<file path="src/rtl/ex_stage.sv">
// Execute stage: one-entry EX register with valid/allow-in handshake, ALU, branch resolution and wrong-path squash.
// Optional iterative multiplier for op 12 is enabled by defining EX_MUL_EN.
module ex_stage (
  input  logic         clk,
  input  logic         reset,
  input  logic         ds_to_ex_reg_valid,
  input  logic [131:0] ds_ex_reg_data,
  output logic         ds_ex_reg_allow_in,
  output logic         es_to_ms_valid,
  input  logic         ms_allow_in,
  output logic [63:0]  es_ms_reg_data,
  output logic [32:0]  branch_data
);

  localparam int DATA_W = 32;

  localparam logic [3:0] OP_ADD  = 4'd0;
  localparam logic [3:0] OP_SUB  = 4'd1;
  localparam logic [3:0] OP_AND  = 4'd2;
  localparam logic [3:0] OP_OR   = 4'd3;
  localparam logic [3:0] OP_XOR  = 4'd4;
  localparam logic [3:0] OP_SLT  = 4'd5;
  localparam logic [3:0] OP_BEQ  = 4'd6;
  localparam logic [3:0] OP_BNE  = 4'd7;
  localparam logic [3:0] OP_BLT  = 4'd8;
  localparam logic [3:0] OP_BGE  = 4'd9;
  localparam logic [3:0] OP_JAL  = 4'd10;
  localparam logic [3:0] OP_JALR = 4'd11;
`ifdef EX_MUL_EN
  localparam logic [3:0] OP_MUL  = 4'd12;

  function automatic logic [DATA_W-1:0] mul_lo(input logic [DATA_W-1:0] a, input logic [DATA_W-1:0] b);
    logic [2*DATA_W-1:0] prod;
    prod = a * b;
    return prod[DATA_W-1:0];
  endfunction
`endif

  logic               vld_p0;
  logic [131:0]       payload_p0;
  logic               squash_pending_p0;

  logic [3:0]         op;
  logic [DATA_W-1:0]  imm, rs2_val, rs1_val, pc;
  logic signed [DATA_W-1:0] rs1_s, rs2_s;
  logic [DATA_W-1:0]  result, target;
  logic               taken;
  logic               es_ready_go;
  logic               in_fire, out_fire, squash_hit;

  assign op      = payload_p0[131:128];
  assign imm     = payload_p0[127:96];
  assign rs2_val = payload_p0[95:64];
  assign rs1_val = payload_p0[63:32];
  assign pc      = payload_p0[31:0];
  assign rs1_s   = signed'(rs1_val);
  assign rs2_s   = signed'(rs2_val);

  always_comb begin
    result = '0;
    target = pc + imm;
    taken  = 1'b0;
    case (op)
      OP_ADD:  result = rs1_val + rs2_val;
      OP_SUB:  result = rs1_val - rs2_val;
      OP_AND:  result = rs1_val & rs2_val;
      OP_OR:   result = rs1_val | rs2_val;
      OP_XOR:  result = rs1_val ^ rs2_val;
      OP_SLT:  result = {{(DATA_W-1){1'b0}}, rs1_s < rs2_s};
      OP_BEQ:  taken  = (rs1_val == rs2_val);
      OP_BNE:  taken  = (rs1_val != rs2_val);
      OP_BLT:  taken  = (rs1_s < rs2_s);
      OP_BGE:  taken  = (rs1_s >= rs2_s);
      OP_JAL: begin
        result = pc + 32'd4;
        taken  = 1'b1;
      end
      OP_JALR: begin
        result = pc + 32'd4;
        target = (rs1_val + imm) & ~32'd1;
        taken  = 1'b1;
      end
`ifdef EX_MUL_EN
      OP_MUL:  result = mul_lo(rs1_val, rs2_val);
`endif
      default: result = '0;
    endcase
  end

`ifdef EX_MUL_EN
  logic [1:0] mul_cnt_p0;

  // MUL sits in EX until the counter reaches 3; other ops leave immediately.
  assign es_ready_go = (op != OP_MUL) || (mul_cnt_p0 == 2'd3);

  always_ff @(posedge clk) begin
    if (reset) begin
      mul_cnt_p0 <= 2'd0;
    end else if (out_fire) begin
      mul_cnt_p0 <= 2'd0;
    end else if (vld_p0 && op == OP_MUL && mul_cnt_p0 != 2'd3) begin
      mul_cnt_p0 <= mul_cnt_p0 + 2'd1;
    end
  end
`else
  assign es_ready_go = 1'b1;
`endif

  assign ds_ex_reg_allow_in = !vld_p0 || (es_ready_go && ms_allow_in);
  assign es_to_ms_valid     = vld_p0 && es_ready_go;
  assign in_fire            = ds_to_ex_reg_valid && ds_ex_reg_allow_in;
  assign out_fire           = es_to_ms_valid && ms_allow_in;
  assign squash_hit         = squash_pending_p0 || (out_fire && taken);

  assign es_ms_reg_data = {result, pc};
  assign branch_data    = (out_fire && taken) ? {1'b1, target} : 33'h0;

  // EX register: a taken branch drops exactly the next accepted instruction.
  always_ff @(posedge clk) begin
    if (reset) begin
      vld_p0            <= 1'b0;
      payload_p0        <= '0;
      squash_pending_p0 <= 1'b0;
    end else if (in_fire) begin
      payload_p0        <= ds_ex_reg_data;
      vld_p0            <= !squash_hit;
      squash_pending_p0 <= 1'b0;
    end else begin
      if (out_fire)
        vld_p0 <= 1'b0;
      if (out_fire && taken)
        squash_pending_p0 <= 1'b1;
    end
  end

endmodule

</file>
<file path="config.mk">
export PLATFORM = sky130hd
export DESIGN_NAME = ex_stage
export DESIGN_NICKNAME = d
export VERILOG_FILES = /design/src/rtl/ex_stage.sv
export SDC_FILE = /design/constraint.sdc
export NUM_CORES = 1
export LEC_CHECK = 0
export BUFFER_PORTS_ARGS = -buffer_cell sky130_fd_sc_hd__buf_2
export CORE_ASPECT_RATIO = 2
export CORE_MARGIN = 2
export CORE_UTILIZATION = 58
export DETAILED_ROUTE_END_ITERATION = 10
export HOLD_SLACK_MARGIN = 0.1
export PLACE_DENSITY = 0.82
export SETUP_SLACK_MARGIN = 0.3
export SYNTH_ARGS = -nofsm -noshare
export SYNTH_HDL_FRONTEND = slang
export SYNTH_SLANG_ARGS = --single-unit
</file>
<file path="constraint.sdc">
create_clock -name clk -period 3.9 [get_ports clk]
set_input_delay 0.39 -clock clk [delete_from_list [all_inputs] [get_ports clk]]
set_output_delay 0.39 -clock clk [all_outputs]
set_load 0.1 [all_outputs]
</file>
Yosys cells after proc, flatten, opt, wreduce, memory -nomap -nowiden

Cells that the tools add are included.

Register bits: 134
Bits in latches: 0
Memory bits (writable): 0
Memory bits (read-only): 0
Input bits: 136
Memories: 0

$add $sub $neg: 5
$mul: 0
Div/mod/pow operators: 0
Order comparisons: 2
Eq/ne operators: 13
Shifts and indexed selects: 0
Multiplexer cells: 6
Bitwise logic cells: 3
Reduce and logical (&&, ||, !) cells: 11

Operators by type and width:

| cell                                          | count |
|---|---|
| case mux 32 bit (7 select lines)              | 1 |
| adder 32 bit                                  | 3 |
| two-way mux 33 bit                            | 1 |
| adder 32 x 3 -> 32 bit, second input constant | 1 |
| AND 32 bit                                    | 1 |
| == test 32 bit                                | 1 |
| greater-or-equal comparator 32 bit            | 1 |
| < comparator 32 bit                           | 1 |
| two-way mux 32 bit                            | 1 |
| inequality test 32 bit                        | 1 |
| bitwise OR 32 bit                             | 1 |
| subtractor 32 bit                             | 1 |
| bitwise XOR 32 bit                            | 1 |
| == test 4 x 3 -> 1 bit, second input constant | 4 |
| == test 4 bit, second input constant          | 4 |
| == test 4 x 2 -> 1 bit, second input constant | 2 |
| case mux 1 bit (5 select lines)               | 1 |
| == test 4 x 1 -> 1 bit, second input constant | 1 |
| zero test 4 bit                               | 1 |
| OR reduction 2 bit                            | 2 |
| logical AND 1 bit                             | 3 |
| zero test 1 bit                               | 2 |
| logical OR 1 bit                              | 2 |
| two-way mux 1 bit                             | 2 |
| nonzero test 2 bit                            | 1 |

Logic depth before layout (Yosys ltp)

Gate-level depths: netlist (run 1).

Word-level depth: 7
Mapped depth: 14
Depth with buffers taken out: 14

Worst setup path after synthesis (run 1)

Ideal clock, no wire load.

Path kind: register to output
Start point: reg payload_p0[32]
End point: out es_ms_reg_data[32]
Arrival time: 5,713 ps
Required time: 3,510 ps
Slack: -2,203 ps
Stages on the path, launching flop included: 12
Buffers on the path: 0
Cell sequence: dfxtp_1 > inv_1 > ha_1 > inv_1 > fa_1 > nand2b_1 > a2111oi_0 > o311ai_1 > nand2_1 > a2111oi_2 > a221oi_2 > o311ai_0

Longest elaborated chain between the ends: 2
Elaborated cells between the ends (all ways): 7
Classes of those cells: 2 x add/sub; 1 x order compare; 1 x mux; 3 x bitwise

Ends and longest elaborated chain:

| element                                   | line | source |
|---|---|---|
| from (decl)                               | 40   | `logic [131:0] payload_p0;` |
| from (signal assigned)                    | 125  | `payload_p0 <= ds_ex_reg_data;` |
| subtractor 32 bit (tied with other cells) | 65   | `OP_SUB: result = rs1_val - rs2_val;` |
| case mux 32 bit (7 select lines) (*)      | 63   | `case (op)` |
| to (decl)                                 | 11   | `output logic [63:0] es_ms_reg_data,` |

Every way passes the cells marked *; elsewhere a longest branch is shown, timed or not.

Worst setup path in the final report (run 1)

Start point: reg payload_p0[90]
End point: out branch_data[29]

Longest elaborated chain between the ends: 4
Elaborated cells between the ends (all ways): 7
Classes of those cells: 2 x order compare; 2 x eq/ne; 2 x mux; 1 x reduce/logical

Ends and longest elaborated chain:

| element                                                    | line | source |
|---|---|---|
| greater-or-equal comparator 32 bit (tied with other cells) | 73   | `OP_BGE: taken = (rs1_s >= rs2_s);` |
| case mux 1 bit (5 select lines) (*)                        | 63   |  |
| logical AND 1 bit (*)                                      | 116  | `assign branch_data = (out_fire && taken) ? {1'b1, target} : 33'h0;` |
| two-way mux 33 bit (*)                                     | 116  |  |
| to (decl)                                                  | 12   | `output logic [32:0] branch_data` |

Marks and branches as above.

==> summary.md, run 1 <==
| Metric | Value |
|---|---|
| Routed len/inst | 23.12 um |
| Post-route setup TNS | -13.19 ns |
| Design area | 19350 um2 |
| Via count | 16870 |
| Mapped Area | 13710 um2 |
| Syn avg cell area | 7.001 um2 |
| CP max-delay cell | or3_1 |
| Vias/cell | 6.570 |
| Max FO, Critical Path | 7 |
| Vias in the first global route | 16570 |
| Final HPWL from detailed placement | 42500 um |
| Worst hold path type | input port to register |
| Hold Buf Count CTS | 0 |
| Commonest non-fill, non-tap cell in the layout | nand2_1 |
| Outcome | finished, violations left |
| Chip Height | 221.4 um |
| Worst Clk Skew | 0.01433 ns |
| Utilization after layout | 83.31% |
| Syn Nets | 2256 |
| Register bit total from synthesis | 134 |
| Synth area leader | dfxtp_1 |
| Worst hold slack | 0.1647 ns |
| Area Overhead vs Synth | 41.17% |
| Leak | 8.292 nW |
| GRT Util Overall | 44.45% |
| Worst path most repeated cell | buf_6 |
| Die X | 112.7 um |
| Setup ws final | -0.3924 ns |
| Ys async rst share | 0% |
| VDD IR max | 0.3532 mV |
| Critical Path Source Type | register |
| Antenna viol nets, final | 0 |
| Pwr dens | 319.4 nW/um2 |
| Cells along the critical path | inv_1, ha_1, or3_1, nor3_1, nand4_1, o21bai_1, a21oi_1, mux2i_1, nand2_4, buf_6, buf_6, a31oi_4, buf_12 |
| Overall power | 6.182 mW |
| Port bufs | 234 |
| Initial core utilization | 59.01% |
| Clk_lat worst skew | 0.47 ns |
| Sequential share of the synthesized area | 19.57% |
| Placed Area | 17130 um2 |
| Synth top area share | 19.57% |
| Tcrit/Tclk final | 110.1% |
| Initial antenna violation count | 3 |
| Fillcell total | 1461 |
| Final Wtd Congestion | 1.053 |
| Worst Path Arrival | 3.90 ns |
| Reg2Reg Setup Slack | 0.52 ns |
| EDFF count, synth | 0 |
| Row count | 79 |
| TritonRoute pass-1 iters | 9 |
| Clock sinks | 134 |
| CP required | 3.51 ns |
| H-tree depth | 4 |
| CTS tree | done |
| CTS max path bufs | 2 |
| Final setup vio count | 45 |
| CP Class | register to output pin |
| Remaining global-route overflow | 0 |
| Relative slew slack | 32.58% |
| Max-Cap Viols | 0 |
| Core Box Area | 23230 um2 |
| First-pass GRT wire length | 87500 um |
| Synth unique cells | 90 |
| CTS buffer count | 17 |
| Ys Warns | 0 |
| Clock transition at path regs | 0.07 ns |
| Most frequent cells in the layout | nand2_1, a21oi_1, buf_2 |
| Peak Freq | 0.2330 GHz |
| Max stage delay on crit path | 0.45 ns |
| Share of layout cells above drive strength 1 | 31.86% |
| RSZ-0062 raised after global routing | yes |
| First DRT Iteration DRCs | 1800 |
| CP Capture Type | output pin |
| Most used DFF post-synth | dfxtp_1 |
| Worst slew pin tran | 1.011 ns |
| Failing checks | setup timing |
| Clock root cell | clkbuf_16 |
| Slew Viols, Final | 0 |
| Tmin final | 4.292 ns |
| Fin. Hold Viols | 0 |
| Synth top area cells | dfxtp_1, ha_1, a21oi_1 |
| Final nets | 2567 |
| Post-Route WL | 59370 um |
| Synth Instances | 1958 |
| Largest net degree at the start of global routing | 84 |
| Die area | 24950 um2 |
| DRC viols | 0 |
| Ports | 235 |
-- layer usage --
metal / wire, um / up-vias / track usage, %
li1: - / 7475 / -
met1: 19750 / 7818 / 47.82
met2: 29260 / 1180 / 77.79
met3: 5149 / 399 / 7.916
met4: 5213 / 0 / 29.90
met5: 0 / - / 0
-- layout make-up --
cell class | instances | area [um2] | share of cell area, %
flip-flops and latches | 134 | 2743 | 14.17
diodes | 3 | 7.507 | 0.03879
clock inverters | 13 | 146.4 | 0.7564
clock buffers | 19 | 442.9 | 2.289
multi-input cells | 1576 | 11510 | 59.46
well taps | 283 | 354.1 | 1.830
inverters | 110 | 422.9 | 2.185
repair buffers | 430 | 3730 | 19.27
-- final timing paths --
check / cells past startpoint / from / end
worst min register to register: 2 / squash_pending_p0$_SDFFE_PP0P_ / squash_pending_p0$_SDFFE_PP0P_
worst max register to register: 12 / payload_p0[90]$_SDFFE_PP0P_ / squash_pending_p0$_SDFFE_PP0P_
worst min-delay path: 3 / ds_ex_reg_data[117] / payload_p0[117]$_SDFFE_PP0P_
worst max-delay path: 13 / payload_p0[90]$_SDFFE_PP0P_ / branch_data[29]
-- worst max-delay path: cells and delay by family (launching register included) --
family,cells,cell delay (ns)
simple gates,4,1.35
fa+ha+maj,1,0.38
mux,1,0.24
compound gates,3,0.52
flops,1,0.37
buf+inv,4,0.57
-- report_power, final --
group	switching (mW)	internal (mW)	leakage (nW)	total, mW
clock	0.705	0.963	0.284	1.67
combinational	1.89	1.06	6.89	2.95
sequential	0.111	1.45	1.12	1.56
total	2.71	3.48	8.29	6.18
-- kinds of logic after synthesis --
| logic type | count (synthesis) | synth area share [%] |
|---|---|---|
| mux | 8 | 0.5933 |
| buf+inv | 248 | 8.406 |
| compound gates | 621 | 28.23 |
| xor+xnor | 98 | 6.261 |
| fa+ha+maj | 162 | 15.01 |
| flops | 134 | 19.57 |
| simple gates | 687 | 21.93 |
-- flip-flops by register name (all words and copies together) (netlist names) --
| name | cells |
|---|---|
| es_to_ms_valid | 1 |
| squash_pending_p0 | 1 |
| payload_p0 | 132 |
-- synthesized netlist by cell type, types with 15 or more instances --
| cell | instances |
|---|---|
| nand2_1 | 367 |
| a21oi_1 | 282 |
| ha_1 | 158 |
| nor2_1 | 139 |
| dfxtp_1 | 134 |
| inv_1 | 108 |
| o21ai_0 | 91 |
| clkbuf_1 | 74 |
| xnor2_1 | 64 |
| buf_4 | 35 |
| nand3_1 | 35 |
| xor2_1 | 34 |
| a21o_1 | 32 |
| nor3_1 | 28 |
| a211oi_1 | 24 |
| a221oi_1 | 24 |
| o211ai_1 | 20 |
| nand2b_1 | 19 |
| o21bai_1 | 19 |
| and3_1 | 18 |
| a31oi_1 | 15 |
| nand4_1 | 15 |
-- per-stage QoR --
step | setup slack (ns) | std cells
after detailed placement | -0.06931 | 2475
after CTS | -0.3487 | 2541
after global placement | -0.02593 | 2475
after floorplan | -0.1272 | 1958
after global routing | -0.4613 | 2568
final | -0.3924 | 2568
-- repair_timing --
item / 4_1_cts / 5_1_grt
pin swaps: 55 / 69
setup buffers: 33 / 24
cloned: 1 / 0
endpoints found under the setup margin: 59 / 60
resized for setup: 139 / 121
endpoints found under the hold margin: 0 / 0
Note: power is estimated with default switching activity, not from simulation.
==> run 2, diff against run 1 <==
==> constraint.sdc (replaced) <==
create_clock -name clk -period 3.9 [get_ports clk]
set_input_delay 0.39 -clock clk [delete_from_list [all_inputs] [get_ports clk]]
set_output_delay 0.39 -clock clk [all_outputs]
set_load 0.02 [all_outputs]
==> run 2 against run 1 <==
  * Non-clock buffer count fell by 23
  * Power fell by 9.1%
  * Largest power group unchanged
  * Clock power rose by 17%
  * Fmax rose by 3.2%
  * The flow still finishes with violations (setup timing)
  * Global-route usage fell by 1.2 points
  * Die area did not move
  * Worst setup slack improved by 0.13 ns
  * Critical endpoint is now branch_data[31]
  * Sequential cell count did not move
==> summary.md, run 2 (same netlist as run 1, synthesis figures left out) <==
| Metric | Value |
|---|---|
| Final HPWL from detailed placement | 41070 um (was 42500 um) |
| Slew Viols, Final | 0 (unchanged) |
| Worst hold path type | input port to register (unchanged) |
| WP buf/inv | 3 (was 4) |
| Post-Route WL | 57290 um (was 59370 um) |
| CTS max path bufs | 2 (unchanged) |
| Initial antenna violation count | 3 (unchanged) |
| Share of layout cells above drive strength 1 | 28.64% (was 31.86%) |
| DRC viols | 0 (unchanged) |
| First DRT Iteration DRCs | 1649 (was 1800) |
| Area Overhead vs Synth | 30.19% (was 41.17%) |
| Max stage delay on crit path | 0.53 ns (was 0.45 ns) |
| Commonest non-fill, non-tap cell in the layout | nand2_1 (unchanged) |
| RSZ-0062 raised after global routing | yes (unchanged) |
| Multi-input logic area | 10820 um2 (was 11510 um2) |
| Antenna viol nets, final | 0 (unchanged) |
| Utilization after layout | 76.83% (was 83.31%) |
| Peak Freq | 0.2404 GHz (was 0.2330 GHz) |
| Max-Cap Viols | 0 (unchanged) |
| Fillcell total | 1781 (was 1461) |
| Chip Height | 221.4 um (unchanged) |
| Worst Path Arrival | 3.77 ns (was 3.90 ns) |
| First-pass GRT wire length | 85000 um (was 87500 um) |
| Critical Path Source Type | register (unchanged) |
| CTS buffer count | 17 (unchanged) |
| Cells along the critical path | inv_1, ha_4, or4_4, o221a_4, a2111oi_4, a2111oi_4, a221oi_2, mux2i_1, nand2_2, buf_6, a31o_1, a21oi_2, buf_6 (was inv_1, ha_1, or3_1, nor3_1, nand4_1, o21bai_1, a21oi_1, mux2i_1, nand2_4, buf_6, buf_6, a31oi_4, buf_12) |
| Clk_lat worst skew | 0.46 ns (was 0.47 ns) |
| Ports | 235 (unchanged) |
| Worst Clk Skew | 0.006260 ns (was 0.01433 ns) |
| Core Box Area | 23230 um2 (unchanged) |
| Outcome | finished, violations left (unchanged) |
| Relative slew slack | 43.47% (was 32.58%) |
| H-tree depth | 4 (unchanged) |
| Clock root cell | clkbuf_16 (unchanged) |
| CTS tree | done (unchanged) |
| Sequential Area | 2741 um2 (was 2743 um2) |
| Routed len/inst | 22.51 um (was 23.12 um) |
| Max FFs per register | 132 (unchanged) |
| Via count | 16330 (was 16870) |
| TritonRoute pass-1 iters | 6 (was 9) |
| Setup ws final | -0.2601 ns (was -0.3924 ns) |
| Largest net degree at the start of global routing | 103 (was 84) |
| Final nets | 2544 (was 2567) |
| Remaining global-route overflow | 0 (unchanged) |
| Clock sinks | 134 (unchanged) |
| Die X | 112.7 um (unchanged) |
| Max FO, Critical Path | 5 (was 7) |
| Largest Register | payload_p0 (unchanged) |
| CP Class | register to output pin (unchanged) |
| Failing checks | setup timing (unchanged) |
| Vias/cell | 6.418 (was 6.570) |
| GRT Util Overall | 43.29% (was 44.45%) |
| Delay-heaviest family, CP | compound AO/OA/AOI/OAI gates (was simple AND/OR/NAND/NOR gates) |
| Final Wtd Congestion | 0.9975 (was 1.053) |
| Worst hold slack | 0.1591 ns (was 0.1647 ns) |
| Vias in the first global route | 16140 (was 16570) |
| Die area | 24950 um2 (unchanged) |
| Port bufs | 234 (unchanged) |
| Overall power | 5.622 mW (was 6.182 mW) |
| Tmin final | 4.160 ns (was 4.292 ns) |
| CP max-delay cell | or4_4 (was or3_1) |
| Leak | 7.869 nW (was 8.292 nW) |
| Tcrit/Tclk final | 106.7% (was 110.1%) |
| Fin. Hold Viols | 0 (unchanged) |
| CP required | 3.51 ns (about the same) |
| Worst slew pin tran | 0.8480 ns (was 1.011 ns) |
| Row count | 79 (unchanged) |
| Clock transition at path regs | 0.07 ns (about the same) |
| CP Capture Type | output pin (unchanged) |
| Initial core utilization | 59.01% (unchanged) |
| Most frequent cells in the layout | nand2_1, a21oi_1, buf_2 (unchanged) |
| Final setup vio count | 46 (was 45) |
| VDD IR max | 0.5237 mV (was 0.3532 mV) |
| Pwr dens | 315.0 nW/um2 (was 319.4 nW/um2) |
run 2: worst register-to-register path: cells and delay by family, from the launching register on:
family / cells / cell delay, ns
buffers and inverters: 2 / 0.31
DFF: 1 / 0.32
muxes: 1 / 0.27
AOI/OAI and AO/OA: 5 / 1.28
and+or+nand+nor: 2 / 0.69
adders and majority gates: 1 / 0.22
run 2: metal layers:
metal | wire, um | GRT usage, % | share of wire, %
met5 | 0 | 0 | 0
met4 | 4884 | 32.30 | 8.5
met3 | 4632 | 7.450 | 8.1
met2 | 28550 | 74.81 | 50
met1 | 19220 | 46.19 | 34
run 2: path summary, 6_finish.rpt:
path | startpoint | endpoint | slack [ns] | cells after the start
max reg2reg | payload_p0[78]$_SDFFE_PP0P_ | squash_pending_p0$_SDFFE_PP0P_ | 0.72 | 11
min reg2reg | payload_p0[79]$_SDFFE_PP0P_ | payload_p0[79]$_SDFFE_PP0P_ | 0.47 | 2
min | ds_ex_reg_data[41] | payload_p0[41]$_SDFFE_PP0P_ | 0.16 | 3
max | payload_p0[78]$_SDFFE_PP0P_ | branch_data[31] | -0.26 | 13
run 2: report_power, final:
| part | total [mW] | internal [mW] | switching (mW) | leakage [nW] |
|---|---|---|---|---|
| registers | 1.56 | 1.45 | 0.104 | 1.12 |
| clock network | 1.95 | 1.23 | 0.713 | 0.327 |
| logic | 2.12 | 0.869 | 1.25 | 6.42 |
| total | 5.62 | 3.56 | 2.07 | 7.87 |
run 2: timing repair:
action	in CTS	in global routing
setup buffers	32	18
hold buffers	0	0
pin swaps	52	42
endpoints found under the setup margin	55	58
gates resized for setup	183	139
run 2: area by class of cell:
cell class,instances,area share (%)
Inverter,110,2.342
Timing Repair Buffer,407,15.86
Tap cell,283,1.984
Clock inverter,12,1.248
Multi-Input combinational cell,1576,60.61
Antenna cell,3,0.04206
Sequential cell,134,15.36
Clock buffer,20,2.559
run 2: stage by stage:
step                TNS [ns]  area, um2  instances  setup slack, ns
global placement     -0.8327      15530       2460         -0.09706
finish                -5.440      17850       2545          -0.2601
global route          -11.12      17850       2545          -0.3967
detailed placement   -0.3665      15530       2460          -0.1062
floorplan                  0      13770       1958           0.2437
CTS                   -1.669      17160       2524          -0.1315
